### src/rtl/encrypt_pkg.sv
// ----------------------------------------------------------------------------
// encrypt_pkg
// Shared definitions for the encryption lane:
//   - rc_state_e          : round-controller FSM encoding
//   - BLOCK_WIDTH_DEFAULT : default data / key width
//   - MAX_BLOCK_WIDTH     : widest block the key-schedule helper supports
//   - next_round_key()    : key schedule rk(r+1) = rotl1(rk(r)) ^ (r+1)
// ----------------------------------------------------------------------------
package encrypt_pkg;

    localparam int BLOCK_WIDTH_DEFAULT = 32;
    localparam int MAX_BLOCK_WIDTH     = 128;

    typedef enum logic [1:0] {
        RC_IDLE = 2'd0,
        RC_RUN  = 2'd1,
        RC_DONE = 2'd2
    } rc_state_e;

    // Key schedule step. 'key' holds rk(r) zero-extended to MAX_BLOCK_WIDTH,
    // 'rnd' is r, 'width' is the real block width. The rotate is confined to
    // the low 'width' bits, so the result is zero above bit width-1 and the
    // caller may simply truncate it.
    function automatic logic [MAX_BLOCK_WIDTH-1:0] next_round_key(
        input logic [MAX_BLOCK_WIDTH-1:0] key,
        input logic [31:0]                rnd,
        input int                         width
    );
        logic [MAX_BLOCK_WIDTH-1:0] mask;
        logic [MAX_BLOCK_WIDTH-1:0] rot;
        logic [MAX_BLOCK_WIDTH-1:0] inc;
        mask = {MAX_BLOCK_WIDTH{1'b1}} >> (MAX_BLOCK_WIDTH - width);
        rot  = ((key << 1) | (key >> (width - 1))) & mask;
        inc  = MAX_BLOCK_WIDTH'(rnd + 32'd1);
        return rot ^ inc;
    endfunction

endpackage : encrypt_pkg

### src/rtl/encrypt_engine.sv
// ----------------------------------------------------------------------------
// encrypt_engine
// One combinational encryption round: XOR with the round key, then rotate
// left by one bit.
// Ports:
//   data_in   [BLOCK_WIDTH] : round input state
//   round_key [BLOCK_WIDTH] : key for this round
//   data_out  [BLOCK_WIDTH] : rotl1(data_in ^ round_key)
// ----------------------------------------------------------------------------
module encrypt_engine
    import encrypt_pkg::*;
#(
    parameter int BLOCK_WIDTH = BLOCK_WIDTH_DEFAULT
) (
    input  logic [BLOCK_WIDTH-1:0] data_in,
    input  logic [BLOCK_WIDTH-1:0] round_key,
    output logic [BLOCK_WIDTH-1:0] data_out
);

    logic [BLOCK_WIDTH-1:0] mixed_s;

    // Key mixing followed by a one-bit left rotate (MSB wraps into bit 0).
    always_comb begin
        mixed_s  = data_in ^ round_key;
        data_out = {mixed_s[BLOCK_WIDTH-2:0], mixed_s[BLOCK_WIDTH-1]};
    end

endmodule : encrypt_engine

### src/rtl/encrypt_round_ctrl.sv
// ----------------------------------------------------------------------------
// encrypt_round_ctrl
// Iterative round controller. Accepts one plaintext/key pair, runs
// NUM_ROUNDS passes through a single encrypt_engine while deriving the round
// keys on the fly, then holds the ciphertext until the consumer takes it.
// Ports:
//   clk, rst             : clock, synchronous active-high reset
//   in_valid / in_ready  : input handshake (ready only in IDLE)
//   in_data, in_key      : plaintext and cipher key
//   out_valid / out_ready: output handshake (valid only in DONE)
//   out_data             : ciphertext (equals the state register at all times)
//   busy                 : high while a block is in RUN or DONE
// All outputs come straight from flops; no input reaches an output
// combinationally.
// ----------------------------------------------------------------------------
module encrypt_round_ctrl
    import encrypt_pkg::*;
#(
    parameter int BLOCK_WIDTH = BLOCK_WIDTH_DEFAULT,
    parameter int NUM_ROUNDS  = 4
) (
    input  logic                   clk,
    input  logic                   rst,
    input  logic                   in_valid,
    output logic                   in_ready,
    input  logic [BLOCK_WIDTH-1:0] in_data,
    input  logic [BLOCK_WIDTH-1:0] in_key,
    output logic                   out_valid,
    input  logic                   out_ready,
    output logic [BLOCK_WIDTH-1:0] out_data,
    output logic                   busy
);

    // Wide enough to hold NUM_ROUNDS; it is reloaded on every accept so it
    // never wraps.
    localparam int               RND_W    = $clog2(NUM_ROUNDS + 1);
    localparam logic [RND_W-1:0] LAST_RND = RND_W'(NUM_ROUNDS - 1);

    rc_state_e              fsm_q,       fsm_d;
    logic [BLOCK_WIDTH-1:0] state_q,     state_d;
    logic [BLOCK_WIDTH-1:0] rk_q,        rk_d;
    logic [RND_W-1:0]       rnd_q,       rnd_d;
    logic                   in_ready_q,  in_ready_d;
    logic                   out_valid_q, out_valid_d;
    logic                   busy_q,      busy_d;

    logic [BLOCK_WIDTH-1:0] engine_out_s;
    logic [BLOCK_WIDTH-1:0] rk_next_s;

    encrypt_engine #(
        .BLOCK_WIDTH (BLOCK_WIDTH)
    ) u_engine (
        .data_in   (state_q),
        .round_key (rk_q),
        .data_out  (engine_out_s)
    );

    // Next round key from the shared schedule helper; the helper returns a
    // zero-padded wide word, so truncation loses nothing.
    always_comb begin
        rk_next_s = BLOCK_WIDTH'(next_round_key(MAX_BLOCK_WIDTH'(rk_q),
                                                32'(rnd_q),
                                                BLOCK_WIDTH));
    end

    // FSM next-state and datapath next-value decode. The handshake flags are
    // computed here for the *next* state so they can be registered.
    always_comb begin
        fsm_d       = fsm_q;
        state_d     = state_q;
        rk_d        = rk_q;
        rnd_d       = rnd_q;
        in_ready_d  = in_ready_q;
        out_valid_d = out_valid_q;
        busy_d      = busy_q;
        case (fsm_q)
            RC_IDLE: begin
                if (in_valid) begin
                    fsm_d       = RC_RUN;
                    state_d     = in_data;
                    rk_d        = in_key;
                    rnd_d       = '0;
                    in_ready_d  = 1'b0;
                    out_valid_d = 1'b0;
                    busy_d      = 1'b1;
                end else begin
                    fsm_d       = RC_IDLE;
                    in_ready_d  = 1'b1;
                    out_valid_d = 1'b0;
                    busy_d      = 1'b0;
                end
            end
            RC_RUN: begin
                state_d = engine_out_s;
                rk_d    = rk_next_s;
                rnd_d   = rnd_q + RND_W'(1);
                if (rnd_q == LAST_RND) begin
                    fsm_d       = RC_DONE;
                    out_valid_d = 1'b1;
                end else begin
                    fsm_d       = RC_RUN;
                    out_valid_d = 1'b0;
                end
                in_ready_d = 1'b0;
                busy_d     = 1'b1;
            end
            RC_DONE: begin
                // Output stays frozen until the consumer takes it; the input
                // side stays closed so no turn-around happens in this cycle.
                if (out_ready) begin
                    fsm_d       = RC_IDLE;
                    in_ready_d  = 1'b1;
                    out_valid_d = 1'b0;
                    busy_d      = 1'b0;
                end else begin
                    fsm_d       = RC_DONE;
                    in_ready_d  = 1'b0;
                    out_valid_d = 1'b1;
                    busy_d      = 1'b1;
                end
            end
            default: begin
                // Illegal encoding: fall back to a clean idle state.
                fsm_d       = RC_IDLE;
                state_d     = '0;
                rk_d        = '0;
                rnd_d       = '0;
                in_ready_d  = 1'b1;
                out_valid_d = 1'b0;
                busy_d      = 1'b0;
            end
        endcase
    end

    // State register bank with synchronous reset; reset discards any block
    // in flight.
    always_ff @(posedge clk) begin
        if (rst) begin
            fsm_q       <= RC_IDLE;
            state_q     <= '0;
            rk_q        <= '0;
            rnd_q       <= '0;
            in_ready_q  <= 1'b1;
            out_valid_q <= 1'b0;
            busy_q      <= 1'b0;
        end else begin
            fsm_q       <= fsm_d;
            state_q     <= state_d;
            rk_q        <= rk_d;
            rnd_q       <= rnd_d;
            in_ready_q  <= in_ready_d;
            out_valid_q <= out_valid_d;
            busy_q      <= busy_d;
        end
    end

    // Outputs are direct flop outputs.
    always_comb begin
        in_ready  = in_ready_q;
        out_valid = out_valid_q;
        busy      = busy_q;
        out_data  = state_q;
    end

endmodule : encrypt_round_ctrl
### config.mk
export PLATFORM = sky130hd
export DESIGN_NAME = encrypt_round_ctrl
export DESIGN_NICKNAME = d
export VERILOG_FILES = /design/src/rtl/encrypt_pkg.sv /design/src/rtl/encrypt_engine.sv /design/src/rtl/encrypt_round_ctrl.sv
export SDC_FILE = /design/constraint.sdc
export NUM_CORES = 1
export LEC_CHECK = 0
export CORE_ASPECT_RATIO = 1.4
export CORE_MARGIN = 8
export CORE_UTILIZATION = 40
export DETAILED_ROUTE_END_ITERATION = 10
export GPL_TIMING_DRIVEN = 1
export PLACE_DENSITY = 0.81
export SLEW_MARGIN = 25
export SYNTH_ARGS = -nofsm -noshare
export SYNTH_HDL_FRONTEND = slang
export SYNTH_SLANG_ARGS = --single-unit
### constraint.sdc
create_clock -name clk -period 2.05 [get_ports clk]
set_input_delay 0.3075 -clock clk [delete_from_list [all_inputs] [get_ports clk]]
set_output_delay 0.3075 -clock clk [all_outputs]
set_load 0.05 [all_outputs]
==> results.ini, run 1 <==
[status]
status=finished clean

[placement]
io_buffer_count=102
place_inst=557
dp_hpwl_mm=7.12
gp_congestion=0.816

[worst_setup_path]
crit_start=out_data[1]$_SDFFE_PP0P_
r2r-end=rk_q[29]$_SDFFE_PP0P_
reg2reg_depth=6
crit_family=buffers and inverters
path_buf_inv=1
critPathMaxFanout=3
critPathKind=reg -> out
critPathSlowestCell=clkdlybuf4s50_1
slowest_delay_ns=0.86
required_ns=1.74
cp_data_arrival_time_ns=1.55
cp_cell_sequence=clkdlybuf4s50_1
r2r-start=fsm_q[0]$_SDFF_PP0_
cp-end-kind=primary output
r2r_setup_slack_ns=0.28
worstSetupStartpointType=flip-flop

[detailed_routing]
wl_per_cell_um=18.1
drcViolationCount=0
drt_iter0_drc=181
wl_met1_mm=4.15
dr.max_layer_used=met4
wirelength_mm=10.3
drtAntennaViolNets=0
met2_length_mm=5.33
viasPerCell=5.81
drt_pass1_iterations=5
dr_total_vias=3328
wl_met3_um=467

[timing]
final_hold_viol_count=0
fin_skew_ns=0.00941
slew_viol_final=0
grt_setup_unrepaired=no
clock.fmax_mhz=539
tns_ns=0
holdWs_ns=0.484
setup_viol=0
maxSlewHeadroom_pct=62.8
tightest_slew_ns=0.556
finalCriticalPeriod_ns=1.86
period_share_pct=90.5

[die]
core_area_mm2=0.00898
initial_core_util_pct=41.1
fp.dieW_um=97.2
rows=41
fp.dieArea_mm2=0.0126
ios=103
die_h_um=130

[global_route]
grt_pass1_wl_mm=16.9
grt_max_degree=69
antenna_found_initial=0
grt_usage_pct=16.0
grt-ovfl-total=0
grt_pass1_vias=3459

[synthesis]
synthCells=380
mappedNetlistArea_mm2=0.00369
synth_seq_area_share_pct=39.0
ys_seq_elements=72
syn_area_per_cell_um2=9.72
ys.warnings.count=0
syn-num-nets=454
synth.distinct_cells=30

[final_layout]
drive_above_1_share_pct=13.7
area_growth_pct=36.2
final_nets=535
mostFrequentLayoutCell=clkdlybuf4s50_1
stdcell_count=573
diodes=0
fin_util_pct=56.0
final_cell_mix=clkdlybuf4s50_1, dfxtp_1, a22oi_1, a21oi_1, a211oi_1

[min_path]
hold_class=in -> reg
hold_start=rst
hold_depth=2
holdPathEnd=rnd_q[1]$_SDFFE_PP0P_

[power_and_ir_drop]
power.switching_mw=1.29
p_per_area_mw_per_mm2=844
sequentialPowerShare_pct=39.2
ir_worst_vdd_uv=547
p_leak_nw=1.90
p_comb_share_pct=25.8
finalPower_mw=4.25
clkPwrFrac_pct=35.1
intPower_mw=2.96
p_sw_share_pct=30.4

[clock_tree]
ctsResizeCount=0
cts_tree=yes
clk_path_buf_depth=2
cts_made_buffers=9
cts_root_buf=clkbuf_16
clock-sinks=72
cts_hold_buf=0
htree_levels=3
path_clk_slew_ns=0.05
post_cts_buffers=0
clk_latency_ns=0.32

[job]
timing.max_cap.violations=0

cell families (layout without fill, tap and decap cells):
group | count (synthesis) | count (layout) | share of synthesized area [%]
xor+xnor | 35 | 35 | 8.30
flops | 72 | 72 | 39.0
mux | 1 | 1 | 0.305
compound gates | 201 | 201 | 39.9
simple gates | 16 | 16 | 2.71
fa+ha+maj | 6 | 6 | 2.03
buf+inv | 49 | 135 | 7.76
power by group through the flow:
stage | sequential, mW | clock (mW) | combinational, mW
floorplan | 1.90 | 0 | 0.509
global placement | 1.69 | 0 | 1.08
detailed placement | 1.69 | 0 | 1.10
CTS | 1.67 | 1.51 | 1.10
global route | 1.68 | 1.58 | 1.17
finish | 1.66 | 1.49 | 1.09
through the flow:
| stage | area (um^2) | worst slack, ns |
|---|---|---|
| after floorplan | 3690 | 0.635 |
| after global placement | 4750 | 0.270 |
| after detailed placement | 4750 | 0.218 |
| after CTS | 5030 | 0.171 |
| after global routing | 5030 | 0.119 |
| final | 5030 | 0.194 |
cell type report:
cell class,count,area [um^2]
Clock buffer,12,236
Clock inverter,4,45.0
Fill cell,781,3950
Inverter,5,18.8
Multi-Input combinational cell,259,1970
Sequential cell,72,1440
Tap cell,107,134
Timing Repair Buffer,114,1180
cell usage after synthesis:
library cell	count	area share (%)
a211oi_1	49	10
a211oi_2	16	5.4
a21oi_1	52	7.0
a21oi_2	16	3.8
a22oi_1	64	13
a311oi_1	1	0.24
and2b_1	1	0.20
buf_12	1	0.54
buf_2	15	2.0
buf_4	11	2.2
buf_6	2	0.61
buf_8	1	0.41
clkbuf_1	14	1.4
dfxtp_1	72	39
ha_1	6	2.0
inv_1	4	0.41
inv_2	1	0.10
mux2_2	1	0.30
nand2_1	3	0.30
nand2b_1	2	0.34
nand3_1	1	0.14
nand4_1	1	0.17
nand4b_1	2	0.47
nor2_4	1	0.30
nor2b_1	1	0.17
nor3_1	3	0.41
nor3b_1	1	0.20
o21ai_0	3	0.41
xnor2_1	2	0.47
xor2_1	33	7.8
flip-flops by register name, summed over array words and instances (netlist names):
register and count:
out_data 32, in_ready 1, fsm_q 2, rnd_q 3
out_valid 1, busy 1, rk_q 32
layer usage:
layer | vias up | track usage, %
li1 | 1613 | -
met1 | 1591 | 18.0
met2 | 97 | 27.4
met3 | 27 | 3.01
met4 | 0 | 10.6
met5 | - | 0
how the worst max path moves through the flow:
stage	end	slack (ns)	depth (start not counted)
2_1_floorplan	rk_q[16]$_SDFFE_PP0P_	0.64	6
3_3_place_gp	out_data[27]$_SDFFE_PP0P_	0.27	5
3_5_place_dp	out_data[24]$_SDFFE_PP0P_	0.22	5
4_1_cts	out_data[24]	0.17	1
5_1_grt	out_data[27]	0.12	1
6_report	out_data[1]	0.19	1
Note: power is estimated with default switching activity, not from simulation.
==> run 2: changes to the inputs <==
--- a/config.mk
+++ b/config.mk
@@ -5,6 +5,7 @@
 export SDC_FILE = /design/constraint.sdc
 export NUM_CORES = 1
 export LEC_CHECK = 0
+export ABC_AREA = 1
 export CORE_ASPECT_RATIO = 1.4
 export CORE_MARGIN = 8
 export CORE_UTILIZATION = 40
==> run 2 against run 1 <==
Against the previous run:
- sequential power is essentially flat
- register-to-register slack is essentially flat
- via count grew 13%
- clock-buffer cell count shrank 2
- power grew 5.2%
- critical endpoint is now out_data[2]
==> results.ini, run 2 <==
[final_layout]
final_nets=739  ; +38%
mostFrequentLayoutCell=nor2_1
diodes=0  ; unchanged
final_cell_mix=nor2_1, nand2_1, clkdlybuf4s50_1, dfxtp_1, o21ai_0
area_growth_pct=38.7
drive_above_1_share_pct=4.48  ; -9.3 points

[worst_setup_path]
critPathMaxFanout=3  ; unchanged
setup.worst_path.end=out_data[2]
worstSetupStartpointType=flip-flop
cp_cell_sequence=clkdlybuf4s50_1
critPathSlowestCell=clkdlybuf4s50_1
r2r-end=rnd_q[0]$_SDFFE_PP0P_
crit_start=out_data[2]$_SDFFE_PP0P_
critPathKind=reg -> out
r2r_setup_slack_ns=0.28  ; about the same
required_ns=1.74  ; about the same
cp_data_arrival_time_ns=1.57  ; +0.02 ns
reg2reg_depth=8  ; +2
path_buf_inv=1  ; unchanged
r2r-start=fsm_q[1]$_SDFF_PP0_
slowest_delay_ns=0.87  ; about the same
cp.depth=1  ; unchanged
crit_family=buffers and inverters
cp-end-kind=primary output

[power_and_ir_drop]
p_per_area_mw_per_mm2=873  ; +3.4%
ir_worst_vdd_uv=643  ; +18%
p_leak_nw=2.27  ; +19%

[clock_tree]
cts_tree=yes
cts_root_buf=clkbuf_16
clk_latency_ns=0.34  ; +0.02 ns
clock-sinks=72  ; unchanged
htree_levels=3  ; unchanged
post_cts_buffers=0  ; unchanged
path_clk_slew_ns=0.05  ; about the same
ctsResizeCount=0  ; unchanged
clk_path_buf_depth=2  ; unchanged
cts_made_buffers=9  ; unchanged
cts_hold_buf=0  ; unchanged

[detailed_routing]
viasPerCell=4.83  ; -17%
drcViolationCount=0  ; unchanged
drtAntennaViolNets=0  ; unchanged
wl_per_cell_um=13.4  ; -26%
drt_pass1_iterations=4  ; -1
drt_iter0_drc=225  ; +24%
dr_total_vias=3750  ; +13%
wirelength_mm=10.4  ; +0.83%

[global_route]
grt_usage_pct=16.4  ; +0.43 points
grt_pass1_vias=3677  ; +6.3%
grt-ovfl-total=0  ; unchanged
antenna_found_initial=0  ; unchanged
grt_pass1_wl_mm=17.1  ; +1.3%
grt_max_degree=63  ; -8.7%

[timing]
period_share_pct=91.6  ; +1.0 points
fin_skew_ns=0.00498  ; -0.00443 ns
setup_viol=0  ; unchanged
slew_viol_final=0  ; unchanged
final_hold_viol_count=0  ; unchanged
finalCriticalPeriod_ns=1.88  ; +0.0213 ns
clock.fmax_mhz=533  ; -1.1%
final.setup.worst_slack_ns=0.173  ; -0.0213 ns
maxSlewHeadroom_pct=61.9  ; -0.97 points
tns_ns=0  ; unchanged
holdWs_ns=0.499  ; +0.0146 ns
tightest_slew_ns=0.570  ; +0.0146 ns
grt_setup_unrepaired=no

[synthesis]
synth_mux_area_share_pct=0  ; -0.30 points
synthCells=574  ; +51%
yosysMostFrequentCell=nor2_1
synth_top_family_by_area=simple AND/OR/NAND/NOR gates
synth_xor_area_share_pct=8.07  ; -0.23 points
synth.distinct_cells=20  ; -33%
ys_seq_elements=72  ; unchanged
synth_seq_area_share_pct=39.1  ; +0.053 points
yosys-top-cells-area=dfxtp_1, nor2_1, nand2_1
ys.warnings.count=0  ; unchanged
mappedNetlistArea_mm2=0.00369  ; -0.14%
synthArstFlopShare_pct=0  ; unchanged
yosys.area_share.adder_pct=2.04  ; +0.0028 points
syn_area_per_cell_um2=6.43  ; -34%
synth_top_area_share_pct=39.1  ; +0.053 points
synthTopCellsByCount=nor2_1, nand2_1, dfxtp_1
synth_compound_area_share_pct=10.3  ; -30 points
synthSimpleGateAreaFrac_pct=34.9  ; +32 points
yosys.area.top_type=dfxtp_1
syn-num-nets=648  ; +43%
synthFlopType=dfxtp_1
synth_edf_count=0  ; unchanged

[die]
fp.dieW_um=97.2  ; about the same
core_area_mm2=0.00898  ; unchanged
ios=103  ; unchanged
fp.dieArea_mm2=0.0126  ; -0.12%
die_h_um=130  ; about the same
initial_core_util_pct=41.1  ; -0.056 points
rows=41  ; unchanged

[min_path]
hold_class=reg -> reg

[placement]
dp_worst_setup_slack_ns=0.238  ; +0.0200 ns
dp_hpwl_mm=7.26  ; +2.0%
io_buffer_count=102  ; unchanged
gp_congestion=0.799  ; -2.1%

[job]
timing.max_cap.violations=0  ; unchanged

[status]
status=finished clean

==> run 2: layout make-up <==
cell class / instances / area (um^2)
Timing Repair Buffer: 114 / 1120
Tap cell: 107 / 134
Clock inverter: 6 / 82.6
Inverter: 14 / 52.6
Clock buffer: 10 / 239
Multi-Input combinational cell: 454 / 2040
Fill cell: 816 / 3860
Sequential cell: 72 / 1440
==> run 2: layer usage <==
metal	share of wire (%)	vias to the layer above	global-route usage [%]
met1	40	1675	17.1
met4	2.6	0	9.08
met3	4.9	19	3.25
li1	-	1952	-
met2	53	104	30.4
met5	0	-	0
==> run 2: power by group <==
group          internal [mW]  switching, mW  total [mW]  leakage, nW
Clock                   1.09          0.587        1.68        0.158
Sequential              1.54          0.126        1.66        0.598
Combinational          0.475          0.653        1.13         1.51
Total                   3.10           1.37        4.47         2.27
==> run 2: how the worst min path moves through the flow <==
stage,start,cells past startpoint,slack [ns],endpoint
6_report,rnd_q[2]$_SDFFE_PP0P_,2,0.50,rnd_q[2]$_SDFFE_PP0P_
3_5_place_dp,rnd_q[2]$_SDFFE_PP0P_,2,0.49,rnd_q[2]$_SDFFE_PP0P_
4_1_cts,rnd_q[2]$_SDFFE_PP0P_,2,0.50,rnd_q[2]$_SDFFE_PP0P_
3_3_place_gp,rnd_q[2]$_SDFFE_PP0P_,2,0.48,rnd_q[2]$_SDFFE_PP0P_
2_1_floorplan,rst,1,0.38,rnd_q[1]$_SDFFE_PP0P_
5_1_grt,rnd_q[2]$_SDFFE_PP0P_,2,0.54,rnd_q[2]$_SDFFE_PP0P_
==> run 2: cells by family after synthesis <==
kind of cell,count (synthesis)
AOI/OAI and AO/OA,73
and+or+nand+nor,341
DFF,72
xor gates and xnor gates,34
adders and majority gates,6
buffers and inverters,48
==> run 2: stage by stage <==
step / util (%) / area (um^2) / total power [mW] / std cells
6_report: 57.0 / 5120 / 4.47 / 777
5_1_grt: 57.0 / 5120 / 4.68 / 777
4_1_cts: 57.0 / 5120 / 4.51 / 777
3_5_place_dp: 53.4 / 4800 / 2.82 / 761
3_3_place_gp: 53.4 / 4800 / 2.79 / 761
2_1_floorplan: - / 3690 / 2.41 / 574
==> run 3: changes to the inputs <==
--- a/config.mk
+++ b/config.mk
@@ -9,6 +9,7 @@
 export CORE_ASPECT_RATIO = 1.4
 export CORE_MARGIN = 8
 export CORE_UTILIZATION = 40
+export CTS_BUF_LIST = sky130_fd_sc_hd__clkbuf_16
 export DETAILED_ROUTE_END_ITERATION = 10
 export GPL_TIMING_DRIVEN = 1
 export PLACE_DENSITY = 0.81
==> run 3 against run 2 <==
Against the previous run:
- sequential cell count stayed put
- largest power group is now sequential cells
- clock power is 2% lower
- hold slack hardly changed
- combinational power hardly changed
- first-iteration DRC count is 0.44% lower
- clock skew is 0.00058 ns higher
- final area is 0.20% lower
- cell count stayed put
- sequential power hardly changed
- die area stayed put
- register-to-register slack hardly changed
==> results.ini, run 3 (same netlist as run 2, synthesis figures left out) <==
[status]
status=finished clean

[worst_setup_path]
cp_data_arrival_time_ns=1.57  ; about the same
critPathMaxFanout=3  ; unchanged
required_ns=1.74  ; about the same
path_buf_inv=1  ; unchanged
r2r_setup_slack_ns=0.29  ; about the same
cp_cell_sequence=clkdlybuf4s50_1
cp.depth=1  ; unchanged
r2r-start=fsm_q[1]$_SDFF_PP0_
slowest_delay_ns=0.87  ; about the same
worstSetupStartpointType=flip-flop
r2r-end=rnd_q[0]$_SDFFE_PP0P_
reg2reg_depth=8  ; unchanged
cp-end-kind=primary output
critPathSlowestCell=clkdlybuf4s50_1
critPathKind=reg -> out
crit_family=buffers and inverters

[clock_tree]
cts_made_buffers=9  ; unchanged
cts_tree=yes
clk_path_buf_depth=2  ; unchanged
path_clk_slew_ns=0.05  ; about the same
htree_levels=3  ; unchanged
cts_hold_buf=0  ; unchanged
clk_latency_ns=0.34  ; about the same
cts_root_buf=clkbuf_16
post_cts_buffers=0  ; unchanged
clock-sinks=72  ; unchanged
ctsResizeCount=0  ; unchanged

[global_route]
grt_pass1_vias=3677  ; unchanged
antenna_found_initial=0  ; unchanged
grt_pass1_wl_mm=17.1  ; unchanged
grt_usage_pct=16.4  ; unchanged
grt-ovfl-total=0  ; unchanged
grt_max_degree=63  ; unchanged

[placement]
dp_hpwl_mm=7.26  ; unchanged
io_buffer_count=102  ; unchanged
gp_congestion=0.799  ; unchanged

[min_path]
holdPathEnd=rnd_q[2]$_SDFFE_PP0P_
hold_class=reg -> reg
hold_start=rnd_q[2]$_SDFFE_PP0P_
hold_depth=2  ; unchanged

[power_and_ir_drop]
p_per_area_mw_per_mm2=868  ; -0.65%
finalPower_mw=4.43  ; -0.85%
ir_worst_vdd_uv=643  ; about the same
p_leak_nw=2.26  ; -0.25%

[final_layout]
mostFrequentLayoutCell=nor2_1
final_nets=739  ; unchanged
final_cell_mix=nor2_1, nand2_1, clkdlybuf4s50_1, dfxtp_1, o21ai_0
diodes=0  ; unchanged
area_growth_pct=38.5
drive_above_1_share_pct=4.33  ; -0.15 points
fin_util_pct=56.9  ; -0.11 points

[detailed_routing]
viasPerCell=4.83  ; about the same
drt_pass1_iterations=4  ; unchanged
drt_iter0_drc=224  ; -0.44%
wirelength_mm=10.5  ; +0.33%
drcViolationCount=0  ; unchanged
wl_per_cell_um=13.5  ; +0.33%
drtAntennaViolNets=0  ; unchanged
dr_total_vias=3751  ; +0.027%

[die]
rows=41  ; unchanged
initial_core_util_pct=41.1  ; unchanged
fp.dieW_um=97.2  ; unchanged
core_area_mm2=0.00898  ; unchanged
ios=103  ; unchanged
fp.dieArea_mm2=0.0126  ; unchanged
die_h_um=130  ; unchanged

[timing]
slew_viol_final=0  ; unchanged
holdWs_ns=0.499  ; +0.0000150 ns
setup_viol=0  ; unchanged
tightest_slew_ns=0.570  ; -0.00000101 ns
final_hold_viol_count=0  ; unchanged
fin_skew_ns=0.00556  ; +0.000577 ns
clock.fmax_mhz=533  ; about the same
maxSlewHeadroom_pct=61.9  ; about the same
grt_setup_unrepaired=no
period_share_pct=91.6  ; about the same
finalCriticalPeriod_ns=1.88  ; -0.000114 ns
tns_ns=0  ; unchanged

[job]
timing.max_cap.violations=0  ; unchanged

## run 3: cell count changes in the layout (fill, tap and decap cells not counted)
| cell | delta |
|---|---|
| clkinv_1 | +1 |
| clkbuf_8 | -1 |
## run 3: worst max-delay path by stage
stage / end / start / slack [ns]
CTS: out_data[19] / out_data[19]$_SDFFE_PP0P_ / 0.17
global placement: out_data[24]$_SDFFE_PP0P_ / in_valid / 0.34
floorplan: out_data[23]$_SDFFE_PP0P_ / fsm_q[0]$_SDFF_PP0_ / 0.66
detailed placement: out_data[18]$_SDFFE_PP0P_ / in_valid / 0.24
finish: out_data[2] / out_data[2]$_SDFFE_PP0P_ / 0.17
global route: rk_q[7]$_SDFFE_PP0P_ / fsm_q[1]$_SDFF_PP0_ / 0.10
## run 3: power by group
group	switching, mW	total (mW)	leakage, nW	internal, mW
combinational	0.654	1.13	1.51	0.475
sequential	0.127	1.66	0.598	1.54
clock	0.586	1.64	0.153	1.05
## run 3: layout make-up
| cell class | count | area, um^2 |
|---|---|---|
| timing repair buffer | 114 | 1120 |
| clock buffer | 9 | 225 |
| tap | 107 | 134 |
| fill | 818 | 3870 |
| inverter | 14 | 52.6 |
| sequential | 72 | 1440 |
| multi-input combinational | 454 | 2040 |
| clock inverter | 7 | 86.3 |
## run 3: per-stage QoR
| stage | cell area (um^2) | setup slack (ns) | cells |
|---|---|---|---|
| global route | 5110 | 0.104 | 777 |
| finish | 5110 | 0.173 | 777 |
| global placement | 4800 | 0.337 | 761 |
| floorplan | 3690 | 0.659 | 574 |
| detailed placement | 4800 | 0.238 | 761 |
| CTS | 5110 | 0.174 | 777 |
## run 3: per-layer routing
| metal | vias to the layer above | part of all wire (%) | GRT usage (%) | routed length, um |
|---|---|---|---|---|
| met5 | - | 0 | 0 | 0 |
| met2 | 101 | 52 | 30.4 | 5490 |
| met4 | 0 | 2.5 | 9.08 | 264 |
| met1 | 1678 | 40 | 17.1 | 4230 |
| met3 | 19 | 4.5 | 3.25 | 474 |
| li1 | 1953 | - | - | - |
